==> src/rtl/fetch_ctrl_if.sv <==
// Fetch sequencer bundle: memory read handshake, PC controls, execute-unit
// requests and the decoded-instruction view. master = sequencer side.
interface fetch_ctrl_if #(
    parameter int unsigned AW = 12,
    parameter int unsigned DW = 16
);
    logic          i_start;
    logic [DW-1:0] i_mem_data;
    logic          i_mem_ack;
    logic [AW-1:0] i_pc_q;
    logic          i_exec_done;
    logic          i_skip;
    logic          i_jmp_req;
    logic [AW-1:0] i_jmp_addr;

    logic          o_mem_rd;
    logic [AW-1:0] o_ar;
    logic [DW-1:0] o_ir;
    logic          o_i;
    logic [7:0]    o_d;
    logic [15:0]   o_t;
    logic          o_pc_inr;
    logic          o_pc_load;
    logic [AW-1:0] o_pc_data;
    logic          o_dec_valid;
    logic          o_fault;

    modport master (
        input  i_start, i_mem_data, i_mem_ack, i_pc_q, i_exec_done,
               i_skip, i_jmp_req, i_jmp_addr,
        output o_mem_rd, o_ar, o_ir, o_i, o_d, o_t, o_pc_inr, o_pc_load,
               o_pc_data, o_dec_valid, o_fault
    );

    modport slave (
        output i_start, i_mem_data, i_mem_ack, i_pc_q, i_exec_done,
               i_skip, i_jmp_req, i_jmp_addr,
        input  o_mem_rd, o_ar, o_ir, o_i, o_d, o_t, o_pc_inr, o_pc_load,
               o_pc_data, o_dec_valid, o_fault
    );
endinterface

==> src/rtl/fetch_ctrl.sv <==
// Instruction fetch/decode sequencer: T0 AR<-PC, IR<-M[AR] with PC+1,
// decode, optional indirect read, then hand off to execute and apply skip/jump.
module fetch_ctrl #(
    parameter int unsigned AW          = 12,
    parameter int unsigned DW          = 16,
    parameter int unsigned ACK_TIMEOUT = 15
) (
    input  logic        i_clk,
    input  logic        i_clr_n,
    fetch_ctrl_if.master bus
);
    localparam int unsigned SCW = 4;
    localparam int unsigned WCW = $clog2(ACK_TIMEOUT + 1);

    typedef enum logic [2:0] {
        S_IDLE, S_T0, S_FETCH, S_DECODE, S_INDIR, S_EXEC
    } state_t;

    state_t          r_state, w_state_nxt;
    logic [SCW-1:0]  r_sc, w_sc_nxt;
    logic [15:0]     r_t, w_t_nxt;
    logic [WCW-1:0]  r_wait, w_wait_nxt;
    logic [AW-1:0]   r_ar, w_ar_nxt;
    logic [DW-1:0]   r_ir, w_ir_nxt;
    logic            r_i, w_i_nxt;
    logic [7:0]      r_d, w_d_nxt;
    logic            r_mem_rd, w_mem_rd_nxt;
    logic            r_pc_inr, w_pc_inr_nxt;
    logic            r_pc_load, w_pc_load_nxt;
    logic [AW-1:0]   r_pc_data, w_pc_data_nxt;
    logic            r_dec_valid, w_dec_valid_nxt;
    logic            r_fault, w_fault_nxt;
    logic [2:0]      w_opcode;

    assign w_opcode = r_ir[DW-2 -: 3];

    always_ff @(posedge i_clk or negedge i_clr_n) begin
        if (!i_clr_n) begin
            r_state     <= S_IDLE;
            r_sc        <= '0;
            r_t         <= 16'h0001;
            r_wait      <= '0;
            r_ar        <= '0;
            r_ir        <= '0;
            r_i         <= 1'b0;
            r_d         <= '0;
            r_mem_rd    <= 1'b0;
            r_pc_inr    <= 1'b0;
            r_pc_load   <= 1'b0;
            r_pc_data   <= '0;
            r_dec_valid <= 1'b0;
            r_fault     <= 1'b0;
        end else begin
            r_state     <= w_state_nxt;
            r_sc        <= w_sc_nxt;
            r_t         <= w_t_nxt;
            r_wait      <= w_wait_nxt;
            r_ar        <= w_ar_nxt;
            r_ir        <= w_ir_nxt;
            r_i         <= w_i_nxt;
            r_d         <= w_d_nxt;
            r_mem_rd    <= w_mem_rd_nxt;
            r_pc_inr    <= w_pc_inr_nxt;
            r_pc_load   <= w_pc_load_nxt;
            r_pc_data   <= w_pc_data_nxt;
            r_dec_valid <= w_dec_valid_nxt;
            r_fault     <= w_fault_nxt;
        end
    end

    always_comb begin
        w_state_nxt   = r_state;
        w_sc_nxt      = r_sc;
        w_wait_nxt    = r_wait;
        w_ar_nxt      = r_ar;
        w_ir_nxt      = r_ir;
        w_i_nxt       = r_i;
        w_d_nxt       = r_d;
        w_mem_rd_nxt  = r_mem_rd;
        w_pc_inr_nxt  = 1'b0;
        w_pc_load_nxt = 1'b0;
        w_pc_data_nxt = r_pc_data;
        w_fault_nxt   = r_fault;

        case (r_state)
            S_IDLE: begin
                if (bus.i_start && !r_fault) w_state_nxt = S_T0;
            end
            S_T0: begin
                w_ar_nxt     = bus.i_pc_q;
                w_mem_rd_nxt = 1'b1;
                w_wait_nxt   = '0;
                w_state_nxt  = S_FETCH;
            end
            S_FETCH, S_INDIR: begin
                // Same handshake for both reads; only the capture differs.
                if (bus.i_mem_ack) begin
                    w_mem_rd_nxt = 1'b0;
                    w_wait_nxt   = '0;
                    if (r_state == S_FETCH) begin
                        w_ir_nxt     = bus.i_mem_data;
                        w_pc_inr_nxt = 1'b1;
                        w_state_nxt  = S_DECODE;
                    end else begin
                        w_ar_nxt    = bus.i_mem_data[AW-1:0];
                        w_state_nxt = S_EXEC;
                    end
                end else if (r_wait == WCW'(ACK_TIMEOUT - 1)) begin
                    w_fault_nxt  = 1'b1;
                    w_mem_rd_nxt = 1'b0;
                    w_wait_nxt   = '0;
                    w_state_nxt  = S_IDLE;
                end else begin
                    w_wait_nxt = r_wait + WCW'(1);
                end
            end
            S_DECODE: begin
                w_ar_nxt = r_ir[AW-1:0];
                w_i_nxt  = r_ir[DW-1];
                w_d_nxt  = 8'(1) << w_opcode;
                // Opcode 7 is register/IO class: the I bit is not indirection.
                if (r_ir[DW-1] && (w_opcode != 3'd7)) begin
                    w_mem_rd_nxt = 1'b1;
                    w_wait_nxt   = '0;
                    w_state_nxt  = S_INDIR;
                end else begin
                    w_state_nxt = S_EXEC;
                end
            end
            S_EXEC: begin
                if (bus.i_jmp_req) begin
                    w_pc_load_nxt = 1'b1;
                    w_pc_data_nxt = bus.i_jmp_addr;
                end else if (bus.i_skip) begin
                    w_pc_inr_nxt = 1'b1;
                end
                if (bus.i_exec_done) w_state_nxt = bus.i_start ? S_T0 : S_IDLE;
            end
            default: w_state_nxt = S_IDLE;
        endcase

        if (w_state_nxt != r_state) begin
            if (w_state_nxt == S_T0)  w_sc_nxt = '0;
            else if (r_sc != 4'hF)    w_sc_nxt = r_sc + 4'd1;
        end
        w_t_nxt         = 16'(1) << w_sc_nxt;
        w_dec_valid_nxt = (w_state_nxt == S_EXEC);
    end

    assign bus.o_mem_rd    = r_mem_rd;
    assign bus.o_ar        = r_ar;
    assign bus.o_ir        = r_ir;
    assign bus.o_i         = r_i;
    assign bus.o_d         = r_d;
    assign bus.o_t         = r_t;
    assign bus.o_pc_inr    = r_pc_inr;
    assign bus.o_pc_load   = r_pc_load;
    assign bus.o_pc_data   = r_pc_data;
    assign bus.o_dec_valid = r_dec_valid;
    assign bus.o_fault     = r_fault;
endmodule

==> src/flat_wrapper.sv <==
// flat-port wrapper written by rule: the top's interface ports become plain ports
module fetch_ctrl_flat 
#(
    parameter int unsigned AW          = 12,
    parameter int unsigned DW          = 16,
    parameter int unsigned ACK_TIMEOUT = 15
)
  (i_clk, i_clr_n, bus_i_start, bus_i_mem_data, bus_i_mem_ack, bus_i_pc_q, bus_i_exec_done, bus_i_skip, bus_i_jmp_req, bus_i_jmp_addr, bus_o_mem_rd, bus_o_ar, bus_o_ir, bus_o_i, bus_o_d, bus_o_t, bus_o_pc_inr, bus_o_pc_load, bus_o_pc_data, bus_o_dec_valid, bus_o_fault);
  fetch_ctrl_if #(.AW(AW), .DW(DW)) bus_i ();
  input  logic i_clk;
  input  logic i_clr_n;
  input wire logic [$bits(bus_i.i_start)-1:0] bus_i_start;
  input wire logic [$bits(bus_i.i_mem_data)-1:0] bus_i_mem_data;
  input wire logic [$bits(bus_i.i_mem_ack)-1:0] bus_i_mem_ack;
  input wire logic [$bits(bus_i.i_pc_q)-1:0] bus_i_pc_q;
  input wire logic [$bits(bus_i.i_exec_done)-1:0] bus_i_exec_done;
  input wire logic [$bits(bus_i.i_skip)-1:0] bus_i_skip;
  input wire logic [$bits(bus_i.i_jmp_req)-1:0] bus_i_jmp_req;
  input wire logic [$bits(bus_i.i_jmp_addr)-1:0] bus_i_jmp_addr;
  output wire logic [$bits(bus_i.o_mem_rd)-1:0] bus_o_mem_rd;
  output wire logic [$bits(bus_i.o_ar)-1:0] bus_o_ar;
  output wire logic [$bits(bus_i.o_ir)-1:0] bus_o_ir;
  output wire logic [$bits(bus_i.o_i)-1:0] bus_o_i;
  output wire logic [$bits(bus_i.o_d)-1:0] bus_o_d;
  output wire logic [$bits(bus_i.o_t)-1:0] bus_o_t;
  output wire logic [$bits(bus_i.o_pc_inr)-1:0] bus_o_pc_inr;
  output wire logic [$bits(bus_i.o_pc_load)-1:0] bus_o_pc_load;
  output wire logic [$bits(bus_i.o_pc_data)-1:0] bus_o_pc_data;
  output wire logic [$bits(bus_i.o_dec_valid)-1:0] bus_o_dec_valid;
  output wire logic [$bits(bus_i.o_fault)-1:0] bus_o_fault;
  assign bus_i.i_start = bus_i_start;
  assign bus_i.i_mem_data = bus_i_mem_data;
  assign bus_i.i_mem_ack = bus_i_mem_ack;
  assign bus_i.i_pc_q = bus_i_pc_q;
  assign bus_i.i_exec_done = bus_i_exec_done;
  assign bus_i.i_skip = bus_i_skip;
  assign bus_i.i_jmp_req = bus_i_jmp_req;
  assign bus_i.i_jmp_addr = bus_i_jmp_addr;
  assign bus_o_mem_rd = bus_i.o_mem_rd;
  assign bus_o_ar = bus_i.o_ar;
  assign bus_o_ir = bus_i.o_ir;
  assign bus_o_i = bus_i.o_i;
  assign bus_o_d = bus_i.o_d;
  assign bus_o_t = bus_i.o_t;
  assign bus_o_pc_inr = bus_i.o_pc_inr;
  assign bus_o_pc_load = bus_i.o_pc_load;
  assign bus_o_pc_data = bus_i.o_pc_data;
  assign bus_o_dec_valid = bus_i.o_dec_valid;
  assign bus_o_fault = bus_i.o_fault;
  fetch_ctrl #(.AW(AW), .DW(DW), .ACK_TIMEOUT(ACK_TIMEOUT)) u_core (.i_clk(i_clk), .i_clr_n(i_clr_n), .bus(bus_i));
endmodule
==> config.mk <==
export PLATFORM = sky130hd
export DESIGN_NAME = fetch_ctrl_flat
export DESIGN_NICKNAME = d
export VERILOG_FILES = /design/src/rtl/fetch_ctrl_if.sv /design/src/rtl/fetch_ctrl.sv /design/src/flat_wrapper.sv
export SDC_FILE = /design/constraint.sdc
export NUM_CORES = 1
export LEC_CHECK = 0
export BUFFER_PORTS_ARGS = -buffer_cell sky130_fd_sc_hd__buf_2
export CAP_MARGIN = 15
export CORE_UTILIZATION = 50
export DETAILED_ROUTE_END_ITERATION = 6
export PLACE_DENSITY_LB_ADDON = 0.3
export SYNTH_ARGS = -nofsm -noshare
export SYNTH_HDL_FRONTEND = slang
export SYNTH_SLANG_ARGS = --single-unit
==> constraint.sdc <==
create_clock -name i_clk -period 6.35 [get_ports i_clk]
set_input_delay 0.635 -clock i_clk [delete_from_list [all_inputs] [get_ports i_clk]]
set_output_delay 0.635 -clock i_clk [all_outputs]
set_load 0.005 [all_outputs]
**After elaboration in Yosys (flattened, before gate mapping)**

Cells that the tools add are included.

- Bits in registers: 81
- Latch bits: 0
- RAM bits: 0
- ROM bits: 0
- Output and inout port bits: 70
- Word-level logic and storage cells: 75
- Memories: 0

- Add/sub/neg operators: 2
- Multipliers: 0
- Div/mod/pow operators: 0
- Magnitude comparators: 0
- Eq/ne operators: 15
- Shifts and indexed selects: 2
- Muxes and demuxes: 29
- Bitwise logic cells: 1
- Reductions and logical operators: 12

Operators with widths:

| operator | count |
|---|---|
| 12-bit one-hot mux with 3 select lines | 1 |
| 12-bit 2-to-1 mux | 2 |
| 4-bit 2-to-1 mux | 6 |
| 1-bit by 4-bit << shifter with 16-bit output (first input constant) | 1 |
| 3-bit 2-to-1 mux | 5 |
| 3-bit one-hot mux with 5 select lines | 1 |
| 4-bit one-hot mux with 3 select lines | 1 |
| 3-bit AND reduction | 4 |
| 1-bit 2-to-1 mux | 11 |
| 3-bit equality test (second input constant) | 3 |
| 4-bit by 1-bit adder with 4-bit output (second input constant) | 2 |
| 1-bit by 3-bit << shifter with 8-bit output (first input constant) | 1 |
| 3-bit by 1-bit equality test with 1-bit output (second input constant) | 2 |
| 3-bit by 2-bit equality test with 1-bit output (second input constant) | 2 |
| 4-bit equality test (second input constant) | 1 |
| 2-bit inequality test (second input constant) | 2 |
| 4-bit inequality test (second input constant) | 1 |
| 2-bit AND reduction | 2 |
| 3-bit logical NOT | 1 |
| 3-bit by 2-bit inequality test with 1-bit output (second input constant) | 1 |
| 3-bit inequality test | 1 |
| 3-bit inequality test (second input constant) | 1 |
| 1-bit one-hot mux with 3 select lines | 1 |
| 3-bit nonzero test | 1 |
| other kinds (6) | 7 |

**Longest topological paths before layout**

Gate-level depths: netlist of run 1.

- Depth in word-level cells: 8
- Gate-level depth with buffers: 9
- Gate-level depth less buffers: 8

**Worst setup path before layout of run 1**

Ideal clock, no wire load.

- Path type: input to register
- Start: in bus_i_start
- End: reg u_core.r_t[9], in the netlist u_core.bus.o_t[9]
- Library setup time: 136 ps
- Arrival: 2009 ps
- Data required time: 6214 ps
- Path slack: 4205 ps
- Cell stages on the path: 7
- Path buffers: 1
- Cells stage by stage: or4b_1 o211a_1 a31o_4 and2_4 buf_6 o211ai_2 a22oi_1

- Word-level cells in the longest chain between the ends: 7
- Elaborated cells between the ends (all ways): 10
- Those cells by class: eq/ne (2); shift (1); mux (6); reduce/logical (1)

Ends and longest elaborated chain:

| element | line | source |
|---|---|---|
| start: declaration | flat_wrapper.sv:12 | `input wire logic [$bits(bus_i.i_start)-1:0] bus_i_start;` |
| 1-bit 2-to-1 mux or 1-bit logical AND (tied branches) | fetch_ctrl.sv:137, fetch_ctrl.sv:87 |  |
| 3-bit 2-to-1 mux (on tied branches) | fetch_ctrl.sv:137, fetch_ctrl.sv:87 |  |
| 3-bit one-hot mux with 5 select lines (*) | fetch_ctrl.sv:85 | `case (r_state)` |
| 3-bit by 1-bit equality test with 1-bit output | fetch_ctrl.sv:143 | `if (w_state_nxt == S_T0) w_sc_nxt = '0;` |
| 4-bit 2-to-1 mux | fetch_ctrl.sv:143 |  |
| 4-bit 2-to-1 mux (*) | fetch_ctrl.sv:142 | `if (w_state_nxt != r_state) begin` |
| 1-bit by 4-bit << shifter with 16-bit output (*) | fetch_ctrl.sv:146 | `w_t_nxt = 16'(1) << w_sc_nxt;` |
| named net u_core.w_t_nxt[9] | fetch_ctrl.sv:21 | `logic [15:0] r_t, w_t_nxt;` |
| end signal: assignment | fetch_ctrl.sv:56 | `r_t <= w_t_nxt;` |
| end: declaration | fetch_ctrl.sv:21 |  |

Mark *: on every way through the listed nets, which the timed path passes. The rest lies on a longest branch.
A chain may end at the register's enable or synchronous reset.

**Worst setup path in the final report of run 1**

- Start: reg u_core.r_state[1]
- End: reg u_core.r_t[13], in the netlist u_core.bus.o_t[13]

- Word-level cells in the longest chain between the ends: 8
- Elaborated cells between the ends (all ways): 18
- Those cells by class: eq/ne (7); shift (1); mux (8); reduce/logical (2)

Ends and longest elaborated chain:

| element | line | source |
|---|---|---|
| start: declaration | fetch_ctrl.sv:19 | `state_t r_state, w_state_nxt;` |
| start signal: assignment | fetch_ctrl.sv:54 | `r_state <= w_state_nxt;` |
| 3-bit by 2-bit equality test with 1-bit output | fetch_ctrl.sv:85, fetch_ctrl.sv:100 |  |
| 3-bit 2-to-1 mux | fetch_ctrl.sv:100 | `if (r_state == S_FETCH) begin` |
| 3-bit 2-to-1 mux | fetch_ctrl.sv:97 | `if (bus.i_mem_ack) begin` |
| 3-bit one-hot mux with 5 select lines | fetch_ctrl.sv:85 |  |
| 3-bit by 1-bit equality test with 1-bit output | fetch_ctrl.sv:143 |  |
| 4-bit 2-to-1 mux | fetch_ctrl.sv:143 |  |
| 4-bit 2-to-1 mux (*) | fetch_ctrl.sv:142 |  |
| 1-bit by 4-bit << shifter with 16-bit output (*) | fetch_ctrl.sv:146 |  |
| named net u_core.w_t_nxt[13] | fetch_ctrl.sv:21 |  |

Marks and branches as above.

==> results of run 1 <==
## per-stage QoR
step / setup slack, ns / hold WS (ns) / std cells
6_report: 3.74 / 0.437 / 638
5_1_grt: 3.52 / 0.457 / 638
4_1_cts: 3.75 / 0.457 / 638
3_5_place_dp: 3.76 / 0.464 / 622
3_3_place_gp: 3.83 / 0.453 / 622
2_1_floorplan: 4.21 / 0.339 / 428
## final timing paths
kind                                                    start                                  end
max in group asynchronous                             i_clr_n          u_core.r_state[1]$_DFF_PN0_
worst max-delay path              u_core.r_state[1]$_DFF_PN0_         u_core.bus.o_t[13]$_DFF_PN0_
worst min register to register  u_core.bus.o_d[6]$_DFFE_PN0N_        u_core.bus.o_d[6]$_DFFE_PN0N_
min in group i_clk                          bus_i_jmp_addr[9]  u_core.bus.o_pc_data[9]$_DFFE_PN0P_
worst max register to register    u_core.r_state[1]$_DFF_PN0_         u_core.bus.o_t[13]$_DFF_PN0_
worst min-delay path                                  i_clr_n       u_core.bus.o_ar[7]$_DFFE_PN0P_
## cells by family after synthesis
| logic type | Yosys count | synth area share |
|---|---|---|
| adder cells (fa/ha/maj) | 3 | 0.00902 |
| multiplexers | 39 | 0.102 |
| buffers and inverters | 39 | 0.0406 |
| AND/OR/NAND/NOR | 140 | 0.156 |
| flip-flops | 81 | 0.487 |
| AO/OA/AOI/OAI | 125 | 0.203 |
| XOR/XNOR | 1 | 0.00210 |
## layer usage
layer / routed length (um) / global-route usage / part of all wire
met3: 498 / 0.0358 / 0.051
met2: 4780 / 0.395 / 0.49
met1: 4330 / 0.321 / 0.45
met5: 0 / 0 / 0
met4: 121 / 0.0821 / 0.012
## registers in the layout (all words and copies together) (netlist names)
| name | flops |
|---|---|
| u_core.bus.o_ar | 12 |
| u_core.bus.o_d | 8 |
| u_core.bus.o_dec_valid | 1 |
| u_core.bus.o_fault | 1 |
| u_core.bus.o_i | 1 |
| u_core.bus.o_ir | 16 |
| u_core.bus.o_mem_rd | 1 |
| u_core.bus.o_pc_data | 12 |
| u_core.bus.o_pc_inr | 1 |
| u_core.bus.o_pc_load | 1 |
| u_core.bus.o_t | 16 |
| u_core.r_sc | 4 |
| u_core.r_state | 3 |
| u_core.r_wait | 4 |
## critical path, delay by kind of cell, from the launching register on
kind	cells	cell delay, ns
AOI/OAI and AO/OA	4	1.04
xor gates and xnor gates	1	0.26
DFF	1	1.00
and+or+nand+nor	1	0.19
## area by class of cell
type	instances	area, sq um
Fill cell	659	2870
Sequential cell	81	2030
Multi-Input combinational cell	308	1970
Timing Repair Buffer	119	606
Clock buffer	11	151
Tap cell	102	128
Clock inverter	5	86.3
Inverter	12	45.0
## power breakdown
part / switching (mW) / total [mW] / internal [mW]
registers: 0.190 / 0.920 / 0.730
logic: 0.714 / 1.25 / 0.538
clock network: 0.192 / 0.438 / 0.246
total: 1.10 / 2.61 / 1.51
## cell usage in the layout (no fill, tap or decap), types with 13 or more instances in the layout
cell type | netlist | final
buf_2 | 6 | 115
dfrtp_1 | 80 | 79
nand2_1 | 75 | 75
o21ai_0 | 55 | 55
mux2_2 | 27 | 27
nor2_1 | 17 | 17
nand2b_1 | 15 | 15
a21oi_1 | 13 | 13
==> impl_metrics.ini, run 1 <==
[synthesis]
synth-seq-area-share = 0.487
postSynth.asyncResetShare = 1.00
ys_types = 55
synth_ff_type = dfrtp_1
ys_seq_elements = 81
yosysMostFrequentCell = dfrtp_1
synth_area_leaders = dfrtp_1 (48%), mux2_2 (7.3%), nand2_1 (6.8%), o21ai_0 (6.6%), mux2i_1 (2.9%)
synth_top_area_share = 0.481
syn_nets = 478
synth_common_cells = dfrtp_1 (80), nand2_1 (75), o21ai_0 (55)
netlist_area_sq_mm = 0.00416
synth_warnings = 0
syn_inst = 428
synth_enable_flop_cells = 0
avgSynthCellArea_sq_um = 9.73
synth_largest_area_cell = dfrtp_1

[hold_path]
min_path_type = in -> async

[layout]
final_area_sq_mm = 0.00502
syn2layout_area_growth_pct = 20.5
fin_util = 0.636
drive_gt1_frac = 0.338
diodes = 0
final_nets = 581

[flow_run]
cap_violations = 0

[placement]
place_congestion = 0.896
dp_hpwl_mm = 6.88
portBuffers = 116
dpl_cell_area_sq_mm = 0.00478

[cts]
hold_buffers = 0
clock_path_buffers = 2
numCtsBuffers = 9
cts.sinks = 81
cts_setup_buffers = 0
ctsHtreeMaxLevel = 3
cts_tree = built
path_clk_slew_ns = 0.08
clk_latency_ns = 0.35
clockRootBuffer = clkbuf_8
cts_resized = 0

[drt]
vias = 3617
drt_first_pass_iters = 4
ant_nets = 0
drt_iter0_markers = 254
drcViolationCount = 0
wirelength_mm = 9.73
vias_per_cell = 5.67
wl_per_cell_um = 15.3

[outcome]
status = complete, no violations

[timing]
period_share = 0.411
slew_headroom = 0.324
hold_violations = 0
max_freq_mhz = 383
tightest_slew_ns = 1.01
finalSetupViolations = 0
maxSlewViolCount = 0
fin_crit_ns = 2.61
skew_ns = 0.00933
rsz0062_at_grt = no
setup-tns-final_ns = 0

[power_and_ir_drop]
vdd_ir_drop_max_mv = 0.220
finalPower_mw = 2.61
power_density_mw_per_mm2 = 520
leakage_nw = 2.46

[worst_setup_path]
reg2reg_setup_slack_ns = 3.74
cp_max_fo = 55
required_ns = 6.57
ff2ff_path_depth = 6
max_stage_delay_ns = 1.00
path_cells = xnor2_1 > o32ai_1 > a31o_2 > nand2_1 > a32oi_2 > a22oi_1
worstSetupStartpointType = flip-flop
crit_slowest_cell = dfrtp_2
critPathKind = reg -> reg
cp_data_arrival_time_ns = 2.83
end_kind = flip-flop

[floorplan]
chipWidth_um = 93.2
die_y_um = 93.2
die-area_sq_mm = 0.00869
core-area_sq_mm = 0.00789
rows = 32
start_util = 0.528
num_io_pins = 117

[global_route]
grt_pass1_vias = 3483
grt_overflow_total = 0
grt_pass1_wl_mm = 16.4
grtUsageTotal = 0.239
grt_start_max_net_pins = 82
antenna_found_initial = 0
(Power assumes the default switching activity.)
==> run 2, diff against run 1 <==
- CORE_UTILIZATION: 50 -> 47
- clock period: 6.35 -> 2.4 ns (I/O delays scaled with it)
==> impl_metrics.ini, run 2 (synthesis results as in run 1) <==
[outcome]
status = complete, no violations

[worst_setup_path]
cp_max_fo = 11
ff2ff_path_depth = 8
timing.rr.end = u_core.bus.o_t[6]$_DFF_PN0_
rr_startpoint = u_core.r_wait[0]$_DFFE_PN0P_
max_stage_delay_ns = 0.42
crit_slowest_cell = dfrtp_1
worstSetupStartpointType = flip-flop
end_kind = flip-flop
critPathKind = reg -> reg
reg2reg_setup_slack_ns = 0.12
path_cells = inv_1 > ha_1 > and4b_1 > nor2_1 > a221o_1 > and2_4 > o21ai_1 > a22oi_1
cp_data_arrival_time_ns = 2.51
required_ns = 2.63

[placement]
dp_hpwl_mm = 7.40
place_congestion = 0.885
portBuffers = 116

[power_and_ir_drop]
p_int_mw = 3.93
p_sw_mw = 2.96
leakage_nw = 2.50
comb_power_share = 0.512
power_density_mw_per_mm2 = 1360
seqPwrFrac = 0.340
pwr-share-clk = 0.148
vdd_ir_drop_max_mv = 0.663
finalPower_mw = 6.89
switching_share = 0.430

[timing]
hold_violations = 0
skew_ns = 0.00829
period_share = 0.949
fin_crit_ns = 2.28
max_freq_mhz = 439
setup-tns-final_ns = 0
tightest_slew_ns = 0.569
finalSetupViolations = 0
maxSlewViolCount = 0
rsz0062_at_grt = no
slew_headroom = 0.620

[floorplan]
core-area_sq_mm = 0.00838
rows = 33
chipWidth_um = 96.1
num_io_pins = 117
start_util = 0.497
die_y_um = 96.1
die-area_sq_mm = 0.00924

[hold_path]
worstHoldEndpoint = u_core.bus.o_pc_data[10]$_DFFE_PN0P_
min_from = bus_i_jmp_addr[10]
min_path_type = in -> reg
whs_path_depth = 3

[layout]
final_common_cell = buf_2
multi_input_area_sq_mm = 0.00197
drive_gt1_frac = 0.352
ff_latch_area_sq_mm = 0.00203
final_nets = 594
syn2layout_area_growth_pct = 22.2
final_cell_mix = buf_2 (115), dfrtp_1 (79), nand2_1 (75)
diodes = 0
n_fill_cell = 747

[global_route]
grt_start_max_net_pins = 46
met3_usage = 0.0348
grtUsageTotal = 0.224
busiest_layer = met2
grt_use_met2 = 0.350
use_met1 = 0.306
grt_pass1_wl_mm = 15.6
grt_pass1_vias = 3269
grt_overflow_total = 0
antenna_found_initial = 0

[cts]
path_clk_slew_ns = 0.09
clk_latency_ns = 0.36
clock_path_buffers = 2
cts_tree = built
numCtsBuffers = 9
cts_setup_buffers = 0
clockRootBuffer = clkbuf_8
cts.sinks = 81
ctsHtreeMaxLevel = 3

[drt]
drcViolationCount = 0
drt_first_pass_iters = 4
drt_iter0_markers = 233
wirelength_mm = 10.1
wl_per_cell_um = 15.4
ant_nets = 0
vias_per_cell = 5.60
vias = 3665

[flow_run]
cap_violations = 0
[run 2: cell count changes in the layout (fill, tap and decap cells not counted), sizes merged]
cell and change:
buf +12, clkbuf -2, bufinv -1, clkinv +1, clkinvlp +1, dlygate4sd3 +1, inv +1
[run 2: cell type report]
cell class                 instances  share of cell area
timing repair buffer             132               0.139
sequential                        81               0.399
inverter                          12             0.00886
tap                              105              0.0258
clock buffer                       9              0.0244
multi-input combinational        308               0.388
clock inverter                     7              0.0153
[run 2: worst max-delay path by stage]
stage	depth (start not counted)	end	slack, ns	start
after global placement	8	u_core.bus.o_t[10]$_DFF_PN0_	0.27	u_core.r_wait[0]$_DFFE_PN0P_
after global routing	8	u_core.bus.o_t[6]$_DFF_PN0_	0.02	u_core.r_wait[0]$_DFFE_PN0P_
after CTS	8	u_core.bus.o_t[6]$_DFF_PN0_	0.15	u_core.r_wait[0]$_DFFE_PN0P_
after detailed placement	8	u_core.bus.o_t[6]$_DFF_PN0_	0.16	u_core.r_wait[0]$_DFFE_PN0P_
after floorplan	8	u_core.bus.o_t[9]$_DFF_PN0_	0.32	u_core.r_state[1]$_DFF_PN0_
final	8	u_core.bus.o_t[6]$_DFF_PN0_	0.12	u_core.r_wait[0]$_DFFE_PN0P_
[run 2: through the flow]
stage / worst slack, ns / hold slack [ns] / utilization / instances / cell area, sq um
finish: 0.123 / 0.0627 / 0.607 / 654 / 5080
global route: 0.0165 / 0.0648 / 0.607 / 654 / 5080
CTS: 0.153 / 0.0566 / 0.607 / 654 / 5080
detailed placement: 0.163 / 0.269 / 0.581 / 637 / 4870
global placement: 0.268 / 0.260 / 0.581 / 637 / 4870
floorplan: 0.320 / -0.0556 / - / 428 / 4160
[run 2: power groups by stage]
stage | clock (mW) | combinational, mW | sequential, mW
6_report | 1.02 | 3.53 | 2.34
5_1_grt | 1.09 | 3.92 | 2.42
4_1_cts | 1.04 | 3.53 | 2.34
3_5_place_dp | 0 | 3.52 | 2.37
3_3_place_gp | 0 | 3.42 | 2.35
2_1_floorplan | 0 | 2.42 | 2.31
[run 2: repair_timing]
action                                 in CTS  in global routing
hold buffers                                1                  0
resized for setup                           0                  0
endpoints found under the hold margin      40                  0
[run 2: metal layers]
metal / routed length [um] / share of wire
met4: 199 / 0.020
met1: 4490 / 0.45
met2: 4750 / 0.47
met3: 617 / 0.061
met5: 0 / 0
[run 2: worst max-delay path: cells and delay by family, from the launching register on]
kind / cells / cell delay [ns]
simple gates: 3 / 0.57
flops: 1 / 0.42
fa+ha+maj: 1 / 0.16
buf+inv: 1 / 0.07
compound gates: 3 / 0.91
==> run 3, diff against run 2 <==
- PLACE_DENSITY: default -> 0.76
- PLACE_DENSITY_LB_ADDON: 0.3 -> default
==> impl_metrics.ini, run 3 (synthesis results as in run 1) <==
[placement]
dpl_cell_area_sq_mm = 0.00489
place_congestion = 0.922
dp_hpwl_mm = 7.18
portBuffers = 116
dp_slack_ns = 0.174

[worst_setup_path]
rr_startpoint = u_core.r_state[2]$_DFF_PN0_
worstSetupStartpointType = flip-flop
cp_data_arrival_time_ns = 2.46
critPathKind = reg -> reg
timing.rr.end = u_core.bus.o_t[14]$_DFF_PN0_
crit_slowest_cell = or4b_1
cp_max_fo = 11
cp_num_cells = 6
path_cells = or4b_1 > o32ai_1 > a31o_2 > nand2_1 > a32oi_2 > a22oi_1
cp_top_family = compound AO/OA/AOI/OAI gates
startpoint = u_core.r_state[2]$_DFF_PN0_
end_kind = flip-flop
required_ns = 2.61
ff2ff_path_depth = 6
reg2reg_setup_slack_ns = 0.15
path_buf_inv = 0
max_stage_delay_ns = 0.55

[timing]
slew_headroom = 0.540
fin_ws_ns = 0.148
rsz0062_at_grt = no
tightest_slew_ns = 0.689
setup-tns-final_ns = 0
maxSlewViolCount = 0
period_share = 0.939
max_freq_mhz = 444
finalSetupViolations = 0
skew_ns = 0.0102
fin_crit_ns = 2.25
hold_violations = 0

[cts]
cts.sinks = 81
cts_tree = built
numCtsBuffers = 9
ctsHtreeMaxLevel = 3
path_clk_slew_ns = 0.09
clock_path_buffers = 2
clk_latency_ns = 0.35
clockRootBuffer = clkbuf_8

[floorplan]
chipWidth_um = 96.1
die_y_um = 96.1
die-area_sq_mm = 0.00924
rows = 33
core-area_sq_mm = 0.00838
num_io_pins = 117
start_util = 0.497

[global_route]
grt_pass1_wl_mm = 16.0
grt_pass1_vias = 3394
grtUsageTotal = 0.224
grt_overflow_total = 0
grt_start_max_net_pins = 54
antenna_found_initial = 0

[layout]
n_fill_cell = 731
fin_util = 0.607
syn2layout_area_growth_pct = 22.2
drive_gt1_frac = 0.355
final_cell_mix = buf_2 (115), dfrtp_1 (79), nand2_1 (75)
final_nets = 595
diodes = 0
final_area_sq_mm = 0.00509
final_common_cell = buf_2

[drt]
vias = 3663
wl_per_cell_um = 15.4
ant_nets = 0
vias_per_cell = 5.59
drt_first_pass_iters = 5
wirelength_mm = 10.1
drcViolationCount = 0
drt_iter0_markers = 196

[hold_path]
min_path_type = in -> reg
worstHoldEndpoint = u_core.bus.o_pc_data[9]$_DFFE_PN0P_
whs_path_depth = 3
min_from = bus_i_jmp_addr[9]

[power_and_ir_drop]
vdd_ir_drop_max_mv = 0.661
leakage_nw = 2.49
finalPower_mw = 6.83
power_density_mw_per_mm2 = 1340

[outcome]
status = complete, no violations

[flow_run]
cap_violations = 0
run 3: cell types whose count changed in the layout (fill, tap and decap cells not counted), sizes merged:
cell	change
buf	+1
bufinv	-1
clkinvlp	+1
run 3: what timing repair did:
| item | in CTS | in global routing |
|---|---|---|
| hold buffers | 1 | 0 |
| setup endpoints to repair | 0 | 3 |
| hold endpoints to repair | 49 | 0 |
| buffers inserted | 0 | 1 |
| gates resized for setup | 0 | 1 |
run 3: metrics by stage:
step                      hold slack, ns  instances
after global placement             0.328        637
after floorplan                  -0.0556        428
after detailed placement           0.330        637
final                             0.0721        655
after CTS                         0.0667        654
after global routing              0.0573        655
run 3: routing by layer:
| metal | GRT usage | routed length (um) | vias up |
|---|---|---|---|
| met3 | 0.0403 | 515 | 20 |
| met2 | 0.355 | 4840 | 125 |
| met1 | 0.306 | 4500 | 1748 |
| met5 | 0 | 0 | - |
| li1 | - | - | 1770 |
| met4 | 0.0833 | 202 | 0 |
run 3: worst max-delay path by stage:
stage                     slack (ns)                           end
after floorplan                 0.32   u_core.bus.o_t[9]$_DFF_PN0_
after global placement          0.27  u_core.bus.o_t[10]$_DFF_PN0_
after global routing            0.02  u_core.bus.o_t[14]$_DFF_PN0_
after CTS                       0.15  u_core.bus.o_t[14]$_DFF_PN0_
final                           0.15  u_core.bus.o_t[14]$_DFF_PN0_
after detailed placement        0.17  u_core.bus.o_t[10]$_DFF_PN0_
run 3: final cells by class:
| type | instances | area (sq um) | area share |
|---|---|---|---|
| clock buffers | 9 | 124 | 0.0244 |
| clock inverters | 7 | 55.1 | 0.0108 |
| inverters | 12 | 45.0 | 0.00886 |
| multi-input cells | 308 | 1980 | 0.388 |
| flip-flops and latches | 81 | 2030 | 0.399 |
| well taps | 105 | 131 | 0.0258 |
| repair buffers | 133 | 726 | 0.143 |
run 3: worst reg2reg max path: cells and delay by family, from the launching register on:
kind / cells / cell delay, ns
AND/OR/NAND/NOR: 2 / 0.74
flip-flops: 1 / 0.50
AO/OA/AOI/OAI: 4 / 0.88
run 3: where the power goes:
group | total [mW] | internal [mW] | switching [mW]
registers | 2.34 | 1.93 | 0.405
logic | 3.59 | 1.53 | 2.05
clock network | 0.905 | 0.384 | 0.520
